$ cat config.mk
export PLATFORM = sky130hd
export DESIGN_NAME = dram_maint_sched_flat
export DESIGN_NICKNAME = d
export VERILOG_FILES = /design/src/rtl/dram_maint_sched_if.sv /design/src/rtl/dram_maint_sched.sv /design/src/flat_wrapper.sv
export SDC_FILE = /design/constraint.sdc
export NUM_CORES = 1
export LEC_CHECK = 0
export ABC_CLOCK_PERIOD_IN_PS = 3100
export CAP_MARGIN = 20
export CORE_MARGIN = 10
export CORE_UTILIZATION = 40
export DETAILED_ROUTE_END_ITERATION = 16
export PLACE_DENSITY = 0.58
export SYNTH_ARGS = -nofsm -noshare
export SYNTH_HDL_FRONTEND = slang
export SYNTH_SLANG_ARGS = --single-unit
$ cat constraint.sdc
create_clock -name clk_i -period 3.1 [get_ports clk_i]
set_input_delay 0.62 -clock clk_i [delete_from_list [all_inputs] [get_ports clk_i]]
set_output_delay 0.62 -clock clk_i [all_outputs]
set_load 0.01 [all_outputs]
$ cat src/rtl/dram_maint_sched_if.sv
// dram_maint_sched_if
// Groups the MIG user-maintenance handshake signals seen by the scheduler.
//   calib_done : MIG init_calib_complete
//   ref_req    : app_ref_req  / ref_ack   : app_ref_ack
//   zq_req     : app_zq_req   / zq_ack    : app_zq_ack
//   sr_req     : app_sr_req   / sr_active : app_sr_active
// Modports:
//   master : scheduler side (drives the requests, observes acks/status)
//   slave  : MIG side (drives acks/status, observes the requests)
interface dram_maint_sched_if;
  logic calib_done;
  logic ref_req;
  logic ref_ack;
  logic zq_req;
  logic zq_ack;
  logic sr_req;
  logic sr_active;

  modport master (
    input  calib_done, ref_ack, zq_ack, sr_active,
    output ref_req, zq_req, sr_req
  );

  modport slave (
    output calib_done, ref_ack, zq_ack, sr_active,
    input  ref_req, zq_req, sr_req
  );
endinterface

$ cat src/rtl/dram_maint_sched.sv
// dram_maint_sched
// Maintenance scheduler for the DDR3 MIG user-maintenance interface. Issues
// periodic refresh and ZQ-calibration requests, sequences software-requested
// self-refresh entry/exit, and tracks outstanding AXI transactions so new
// AW/AR traffic can be gated while draining for self-refresh.
//
// Ports:
//   clk_i, rst_ni       : DRAM AXI clock, synchronous active-low reset
//   mig                 : MIG maintenance handshake (dram_maint_sched_if.master)
//   sr_enter_i/exit_i   : one-cycle self-refresh entry / exit requests
//   aw/ar/b/r_last_hs_i : handshake strobes observed at the MIG AXI port
//   gate_o              : upstream must hold AW/AR valid low while set
//   busy_o              : FSM is neither IDLE nor INIT
//   outst_o             : outstanding-transaction count
//   ref_pend_o          : postponed refresh count
//   state_o             : encoded FSM state
//   err_o               : sticky ack-timeout error
//
// Optional feature: define DRAM_MAINT_TIMEOUT_EN to bound every ack wait to
// AckTimeout cycles. Without it the waits are unbounded and err_o is 0.
module dram_maint_sched #(
  parameter int unsigned RefInterval = 1560,
  parameter int unsigned ZqInterval  = 20000000,
  parameter int unsigned OutstWidth  = 8,
  parameter int unsigned MaxRefPend  = 8,
  parameter int unsigned AckTimeout  = 1024
) (
  input  logic                  clk_i,
  input  logic                  rst_ni,
  dram_maint_sched_if.master    mig,
  input  logic                  sr_enter_i,
  input  logic                  sr_exit_i,
  input  logic                  aw_hs_i,
  input  logic                  ar_hs_i,
  input  logic                  b_hs_i,
  input  logic                  r_last_hs_i,
  output logic                  gate_o,
  output logic                  busy_o,
  output logic [OutstWidth-1:0] outst_o,
  output logic [3:0]            ref_pend_o,
  output logic [2:0]            state_o,
  output logic                  err_o
);

  if (RefInterval < 2) begin : g_bad_ref_interval
    $error("dram_maint_sched: RefInterval must be >= 2");
  end
  if (ZqInterval < 2) begin : g_bad_zq_interval
    $error("dram_maint_sched: ZqInterval must be >= 2");
  end
  if (MaxRefPend > 15) begin : g_bad_max_ref_pend
    $error("dram_maint_sched: MaxRefPend must be <= 15");
  end
  if (AckTimeout < 1) begin : g_bad_ack_timeout
    $error("dram_maint_sched: AckTimeout must be >= 1");
  end

  localparam int unsigned RefW = $clog2(RefInterval);
  localparam int unsigned ZqW  = $clog2(ZqInterval);
  localparam int unsigned SumW = OutstWidth + 2;

  localparam logic [RefW-1:0]       RefReload  = RefW'(RefInterval - 1);
  localparam logic [ZqW-1:0]        ZqReload   = ZqW'(ZqInterval - 1);
  localparam logic [3:0]            RefPendMax = 4'(MaxRefPend);
  localparam logic [OutstWidth-1:0] OutstMax   = '1;
  localparam logic [OutstWidth-1:0] OutstHigh  = OutstMax - 1'b1;

  typedef enum logic [2:0] {
    INIT    = 3'd0,
    IDLE    = 3'd1,
    REF     = 3'd2,
    ZQ      = 3'd3,
    DRAIN   = 3'd4,
    SR_REQ  = 3'd5,
    SR_ACT  = 3'd6,
    SR_EXIT = 3'd7
  } state_e;

  state_e                  state_q, state_d;
  logic [RefW-1:0]         ref_cnt_q;
  logic [ZqW-1:0]          zq_cnt_q;
  logic [3:0]              ref_pend_q;
  logic                    zq_pend_q;
  logic                    sr_pend_q;
  logic [OutstWidth-1:0]   outst_q;

  logic counting, reload;
  logic ref_tick, zq_tick;
  logic ref_done, zq_done, sr_flush;
  logic ack_timeout;
  logic ref_req, zq_req, sr_req, fsm_gate;

  // Interval counters only run while the controller is in normal operation.
  assign counting = state_q inside {IDLE, REF, ZQ};
  assign ref_tick = counting && (ref_cnt_q == '0);
  assign zq_tick  = counting && (zq_cnt_q == '0);
  assign reload   = (state_q inside {INIT, SR_EXIT}) && (state_d == IDLE);

  // A timed-out wait retires the pending work exactly like an ack would.
  assign ref_done = (state_q == REF) && (mig.ref_ack || ack_timeout);
  assign zq_done  = (state_q == ZQ)  && (mig.zq_ack  || ack_timeout);
  assign sr_flush = (state_q == SR_REQ) && mig.sr_active;

  always_ff @(posedge clk_i) begin
    if (!rst_ni) begin
      state_q <= INIT;
    end else begin
      state_q <= state_d;
    end
  end

  // IDLE looks at this cycle's ticks as well as the stored pending state so
  // a refresh request goes out the cycle after its tick.
  always_comb begin
    state_d  = state_q;
    ref_req  = 1'b0;
    zq_req   = 1'b0;
    sr_req   = 1'b0;
    fsm_gate = 1'b0;
    case (state_q)
      INIT: begin
        if (mig.calib_done) state_d = IDLE;
      end
      IDLE: begin
        if (ref_pend_q != '0 || ref_tick)  state_d = REF;
        else if (zq_pend_q || zq_tick)     state_d = ZQ;
        else if (sr_pend_q)                state_d = DRAIN;
      end
      REF: begin
        ref_req = 1'b1;
        if (mig.ref_ack || ack_timeout) state_d = IDLE;
      end
      ZQ: begin
        zq_req = 1'b1;
        if (mig.zq_ack || ack_timeout) state_d = IDLE;
      end
      DRAIN: begin
        fsm_gate = 1'b1;
        if (outst_q == '0) state_d = SR_REQ;
      end
      SR_REQ: begin
        sr_req   = 1'b1;
        fsm_gate = 1'b1;
        if (mig.sr_active)     state_d = SR_ACT;
        else if (ack_timeout)  state_d = IDLE;
      end
      SR_ACT: begin
        sr_req   = 1'b1;
        fsm_gate = 1'b1;
        if (sr_exit_i) state_d = SR_EXIT;
      end
      SR_EXIT: begin
        fsm_gate = 1'b1;
        if (!mig.sr_active || ack_timeout) state_d = IDLE;
      end
      default: state_d = INIT;
    endcase
  end

  always_ff @(posedge clk_i) begin
    if (!rst_ni) begin
      ref_cnt_q <= '0;
      zq_cnt_q  <= '0;
    end else if (reload) begin
      ref_cnt_q <= RefReload;
      zq_cnt_q  <= ZqReload;
    end else if (counting) begin
      ref_cnt_q <= ref_tick ? RefReload : ref_cnt_q - 1'b1;
      zq_cnt_q  <= zq_tick  ? ZqReload  : zq_cnt_q  - 1'b1;
    end
  end

  // A tick and an ack in the same cycle cancel; the count saturates so
  // postponed refreshes beyond MaxRefPend are dropped.
  always_ff @(posedge clk_i) begin
    if (!rst_ni) begin
      ref_pend_q <= '0;
    end else if (sr_flush) begin
      ref_pend_q <= '0;
    end else if (ref_tick && !ref_done) begin
      if (ref_pend_q != RefPendMax) ref_pend_q <= ref_pend_q + 1'b1;
    end else if (!ref_tick && ref_done) begin
      if (ref_pend_q != '0) ref_pend_q <= ref_pend_q - 1'b1;
    end
  end

  // A new ZQ tick wins over a same-cycle ack: the ack belongs to the old one.
  always_ff @(posedge clk_i) begin
    if (!rst_ni) begin
      zq_pend_q <= 1'b0;
    end else if (sr_flush) begin
      zq_pend_q <= 1'b0;
    end else if (zq_tick) begin
      zq_pend_q <= 1'b1;
    end else if (zq_done) begin
      zq_pend_q <= 1'b0;
    end
  end

  // Entry requests are ignored once the self-refresh sequence has started.
  always_ff @(posedge clk_i) begin
    if (!rst_ni) begin
      sr_pend_q <= 1'b0;
    end else if (state_q == IDLE && state_d == DRAIN) begin
      sr_pend_q <= 1'b0;
    end else if (sr_enter_i && (state_q inside {INIT, IDLE, REF, ZQ})) begin
      sr_pend_q <= 1'b1;
    end
  end

  // Up to two increments and two decrements can land together; the sum is
  // formed two bits wider and clamped to the counter range.
  logic [SumW-1:0] outst_up, outst_dn, outst_sum;
  always_comb begin
    outst_up  = {2'b00, outst_q} + SumW'(aw_hs_i) + SumW'(ar_hs_i);
    outst_dn  = SumW'(b_hs_i) + SumW'(r_last_hs_i);
    outst_sum = '0;
    if (outst_up > outst_dn) outst_sum = outst_up - outst_dn;
    if (outst_sum > SumW'(OutstMax)) outst_sum = SumW'(OutstMax);
  end

  always_ff @(posedge clk_i) begin
    if (!rst_ni) begin
      outst_q <= '0;
    end else begin
      outst_q <= outst_sum[OutstWidth-1:0];
    end
  end

`ifdef DRAM_MAINT_TIMEOUT_EN
  localparam int unsigned ToW = $clog2(AckTimeout + 1);

  logic [ToW-1:0] to_cnt_q;
  logic           err_q;
  logic           waiting, wait_met;

  assign waiting  = state_q inside {REF, ZQ, SR_REQ, SR_EXIT};
  assign wait_met = ((state_q == REF)     && mig.ref_ack)   ||
                    ((state_q == ZQ)      && mig.zq_ack)    ||
                    ((state_q == SR_REQ)  && mig.sr_active) ||
                    ((state_q == SR_EXIT) && !mig.sr_active);
  assign ack_timeout = waiting && !wait_met && (to_cnt_q == ToW'(AckTimeout - 1));

  // The wait counter restarts on every state change, so each request gets
  // a fresh AckTimeout-cycle window starting at its entry cycle.
  always_ff @(posedge clk_i) begin
    if (!rst_ni) begin
      to_cnt_q <= '0;
      err_q    <= 1'b0;
    end else begin
      if (state_d != state_q) begin
        to_cnt_q <= '0;
      end else if (waiting) begin
        to_cnt_q <= to_cnt_q + 1'b1;
      end
      if (ack_timeout) err_q <= 1'b1;
    end
  end

  assign err_o = err_q;
`else
  assign ack_timeout = 1'b0;
  assign err_o       = 1'b0;
`endif

  assign mig.ref_req = ref_req;
  assign mig.zq_req  = zq_req;
  assign mig.sr_req  = sr_req;

  // Two handshakes can land in one cycle, so gate one step before full.
  assign gate_o     = fsm_gate || (outst_q >= OutstHigh);
  // INIT is reported as not busy so every output reads 0 out of reset.
  assign busy_o     = !(state_q inside {INIT, IDLE});
  assign outst_o    = outst_q;
  assign ref_pend_o = ref_pend_q;
  assign state_o    = state_q;

endmodule

$ cat src/flat_wrapper.sv
// flat-port wrapper written by rule: the top's interface ports become plain ports
module dram_maint_sched_flat 
#(
  parameter int unsigned RefInterval = 1560,
  parameter int unsigned ZqInterval  = 20000000,
  parameter int unsigned OutstWidth  = 8,
  parameter int unsigned MaxRefPend  = 8,
  parameter int unsigned AckTimeout  = 1024
)
  (clk_i, rst_ni, sr_enter_i, sr_exit_i, aw_hs_i, ar_hs_i, b_hs_i, r_last_hs_i, gate_o, busy_o, outst_o, ref_pend_o, state_o, err_o, mig_calib_done, mig_ref_ack, mig_zq_ack, mig_sr_active, mig_ref_req, mig_zq_req, mig_sr_req);
  dram_maint_sched_if mig_i ();
  input  logic clk_i;
  input  logic rst_ni;
  input  logic sr_enter_i;
  input  logic sr_exit_i;
  input  logic aw_hs_i;
  input  logic ar_hs_i;
  input  logic b_hs_i;
  input  logic r_last_hs_i;
  output logic gate_o;
  output logic busy_o;
  output logic [OutstWidth-1:0] outst_o;
  output logic [3:0] ref_pend_o;
  output logic [2:0] state_o;
  output logic err_o;
  input wire logic [$bits(mig_i.calib_done)-1:0] mig_calib_done;
  input wire logic [$bits(mig_i.ref_ack)-1:0] mig_ref_ack;
  input wire logic [$bits(mig_i.zq_ack)-1:0] mig_zq_ack;
  input wire logic [$bits(mig_i.sr_active)-1:0] mig_sr_active;
  output wire logic [$bits(mig_i.ref_req)-1:0] mig_ref_req;
  output wire logic [$bits(mig_i.zq_req)-1:0] mig_zq_req;
  output wire logic [$bits(mig_i.sr_req)-1:0] mig_sr_req;
  assign mig_i.calib_done = mig_calib_done;
  assign mig_i.ref_ack = mig_ref_ack;
  assign mig_i.zq_ack = mig_zq_ack;
  assign mig_i.sr_active = mig_sr_active;
  assign mig_ref_req = mig_i.ref_req;
  assign mig_zq_req = mig_i.zq_req;
  assign mig_sr_req = mig_i.sr_req;
  dram_maint_sched #(.RefInterval(RefInterval), .ZqInterval(ZqInterval), .OutstWidth(OutstWidth), .MaxRefPend(MaxRefPend), .AckTimeout(AckTimeout)) u_core (.clk_i(clk_i), .rst_ni(rst_ni), .mig(mig_i), .sr_enter_i(sr_enter_i), .sr_exit_i(sr_exit_i), .aw_hs_i(aw_hs_i), .ar_hs_i(ar_hs_i), .b_hs_i(b_hs_i), .r_last_hs_i(r_last_hs_i), .gate_o(gate_o), .busy_o(busy_o), .outst_o(outst_o), .ref_pend_o(ref_pend_o), .state_o(state_o), .err_o(err_o));
endmodule
==> results by group, run 1 <==
Pwr
  – Pwr Density: 800 nW/um^2
  – Leak pwr: 1.54 nW
  – Max rail drop VDD: 0.388 mV

Global route
  – Initial antenna violation count: 0
  – First-pass GRT wire length: 12800 um
  – Grt ovf: 0
  – Largest net degree at the start of global routing: 17
  – Vias in the first global route: 2733
  – Gr usage total: 13.1%

Floorplan
  – Die W: 109 um
  – Core area: 7730 sq um
  – Initial Util: 41.0%
  – # IOs: 33
  – Core Rows: 32
  – Die footprint: 11900 sq um
  – Die Height: 109 um

Synth
  – Yosys top cell by area: dfxtp_1
  – Syn Area/Cell: 8.23 sq um
  – Post-synth EDFFs: 0
  – Synth top area cells: dfxtp_1 (33%), xnor2_1 (11%), a21oi_1 (6.8%)
  – Main synth FF type: dfxtp_1
  – Top-area cell type share of the netlist area: 33.5%
  – Yosys reg bits: 53
  – Mapped Nets: 411
  – Ys Warns: 0
  – Post-synthesis sequential area ratio: 33.5%
  – Asr flop ratio synth: 0%
  – Synth unique cells: 52
  – Post-Synthesis Cells: 385
  – Synthesized area: 3170 sq um

Clock network
  – Total CTS buffers: 5
  – Clk_lat worst skew: 0.31 ns
  – Root buffer cell: clkbuf_8
  – Max clock buf depth: 2
  – # hold bufs at CTS: 0
  – H-tree depth: 2
  – CTS tree: yes
  – CTS Sinks: 53
  – Clock-pin slew on the worst setup and hold paths: 0.08 ns

Finish
  – Cell Count, Final, Fillers Out: 557
  – Antenna diodes: 0
  – Area of the multi-input gates: 2000 sq um
  – Most frequent cells in the layout: dfxtp_1 (53), buf_4 (46), nor2_1 (45)
  – Util after Layout: 51.9%
  – Fin nets: 480
  – Register area: 1060 sq um
  – Fillers: 751
  – Most common cell after layout, fill and taps aside: dfxtp_1
  – Layout Area Growth over Synthesis: 26.6%
  – Share of layout cells above drive strength 1: 15.6%

STA
  – Worst Tran Pin Value: 0.676 ns
  – Final setup fails: 0
  – Final hold vios: 0
  – Crit path time final: 2.91 ns
  – Slew margin rel.: 54.6%
  – Slew Limit Fails: 0
  – Final worst-path cycle share: 93.9%
  – RSZ-0062 raised after global routing: no
  – Setup ws final: 0.189 ns
  – Fmax: 344 MHz
  – Worst Hold Slack: 0.507 ns
  – Clk_skew: 0.0132 ns
  – Setup TNS: 0 ns

Status
  – Status: completed

Worst setup path
  – CP arrival: 3.09 ns
  – CP startpoint kind: input pin
  – Worst r2r dst: u_core.outst_o[0]
  – R2R Setup Slk: 0.28 ns
  – Crit path max fanout: 8
  – CP Capture Type: flop
  – Worst EP required: 3.28 ns
  – Setup Crit Path Kind: in2reg
  – Worst r2r src: u_core.outst_o[0]
  – Register-to-Register Path Depth: 9

Route
  – Pre-antenna DRT Iters: 4
  – Drt wl/cell: 13.5 um
  – Initial DRC Count: 152
  – Routed vias/inst: 5.17
  – Final ANT Viol Nets: 0
  – DRC viols: 0
  – DRT Wirelength: 7520 um
  – DR vias: 2877

Hold path
  – Worst hold path type: reg2reg
  – Hold path startpoint: u_core.zq_cnt_q[1]
  – Hold Path Stages: 2
  – Worst hold endpoint: u_core.zq_cnt_q[1]

Placement
  – IO Port Bufs: 31
  – Placed cell count: 542
  – Detailed placement HPWL: 5790 um
  – Routability congestion estimate from global placement: 0.922
  – Pre-CTS setup slack: -0.466 ns

Job
  – Max cap viols: 0
==> stage by stage <==
stage | area, sq um | total power [mW]
after floorplan | 3170 | 2.10
after global placement | 3820 | 2.69
final | 4010 | 3.21
after CTS | 3990 | 3.20
after global routing | 4010 | 3.50
after detailed placement | 3820 | 2.70
==> sequential cells by signal, summed over array words and instances, names as in the netlist <==
register	count
u_core.ref_pend_o	4
u_core.state_o	3
u_core.ref_cnt_q	11
u_core.outst_o	8
u_core.sr_pend_q	1
u_core.zq_pend_q	1
u_core.zq_cnt_q	25
==> where the power goes <==
group / switching, mW / total, mW / internal [mW]
combinational: 0.848 / 1.72 / 0.873
clock: 0.224 / 0.466 / 0.243
sequential: 0.183 / 1.02 / 0.842
==> what timing repair did <==
action / 4_1_cts / 5_1_grt
buffers inserted: 7 / 0
resized for setup: 2 / 5
setup endpoints to repair: 8 / 8
pin swaps: 6 / 5
==> metal layers <==
layer	global-route usage, %	vias to the layer above	wire (um)
met5	0	-	0
met4	2.82	0	69
met3	2.95	7	408
met2	21.3	56	3430
met1	17.2	1326	3610
li1	-	1488	-
==> cells by family after synthesis <==
family	Yosys count	share of synthesized area, %
and+or+nand+nor	145	24.1
AOI/OAI and AO/OA	92	18.1
DFF	53	33.5
xor gates and xnor gates	50	13.8
buffers and inverters	30	4.34
adders and majority gates	14	6.00
other	1	0.118
==> synthesized netlist by cell type, drive strengths merged, types with 9 or more instances <==
master and n:
a21oi 43, buf 9, dfxtp 53, ha 12, inv 15, nand2 30
nor2 45, nor3 16, o21ai 11, xnor2 39, xor2 11
==> critical path: stages <==
cell and delay [ns]:
dlymetal6s2s_1 0.14, ha_1 0.28, ha_2 0.18, o21a_1 0.18
o21a_1 0.20, o211a_1 0.25, or4_4 0.57, a211oi_4 0.31
a41o_4 0.29, a21oi_1 0.05
==> worst max-delay path by stage <==
stage / from / to / slack (ns)
2_1_floorplan: aw_hs_i / u_core.outst_o[3] / 0.02
3_3_place_gp: aw_hs_i / u_core.outst_o[3] / -0.41
3_5_place_dp: aw_hs_i / u_core.outst_o[0] / -0.47
4_1_cts: aw_hs_i / u_core.outst_o[0] / 0.01
5_1_grt: u_core.ref_cnt_q[6] / u_core.ref_pend_o[3] / 0.09
6_report: aw_hs_i / u_core.outst_o[0] / 0.19
==> final cells by class <==
type / instances / share of cell area [%]
multi-input combinational: 302 / 49.8
sequential: 53 / 26.4
timing repair buffer: 77 / 16.4
tap: 102 / 3.18
clock buffer: 6 / 1.81
inverter: 15 / 1.40
clock inverter: 2 / 0.966
No activity file was read; power rests on OpenSTA's default activity.
==> run 2, diff against run 1 <==
Settings changed: ABC_CLOCK_PERIOD_IN_PS 3100 to default.
==> results of run 2 <==
No change in the layout: final DEF, timing and power equal those of run 1.
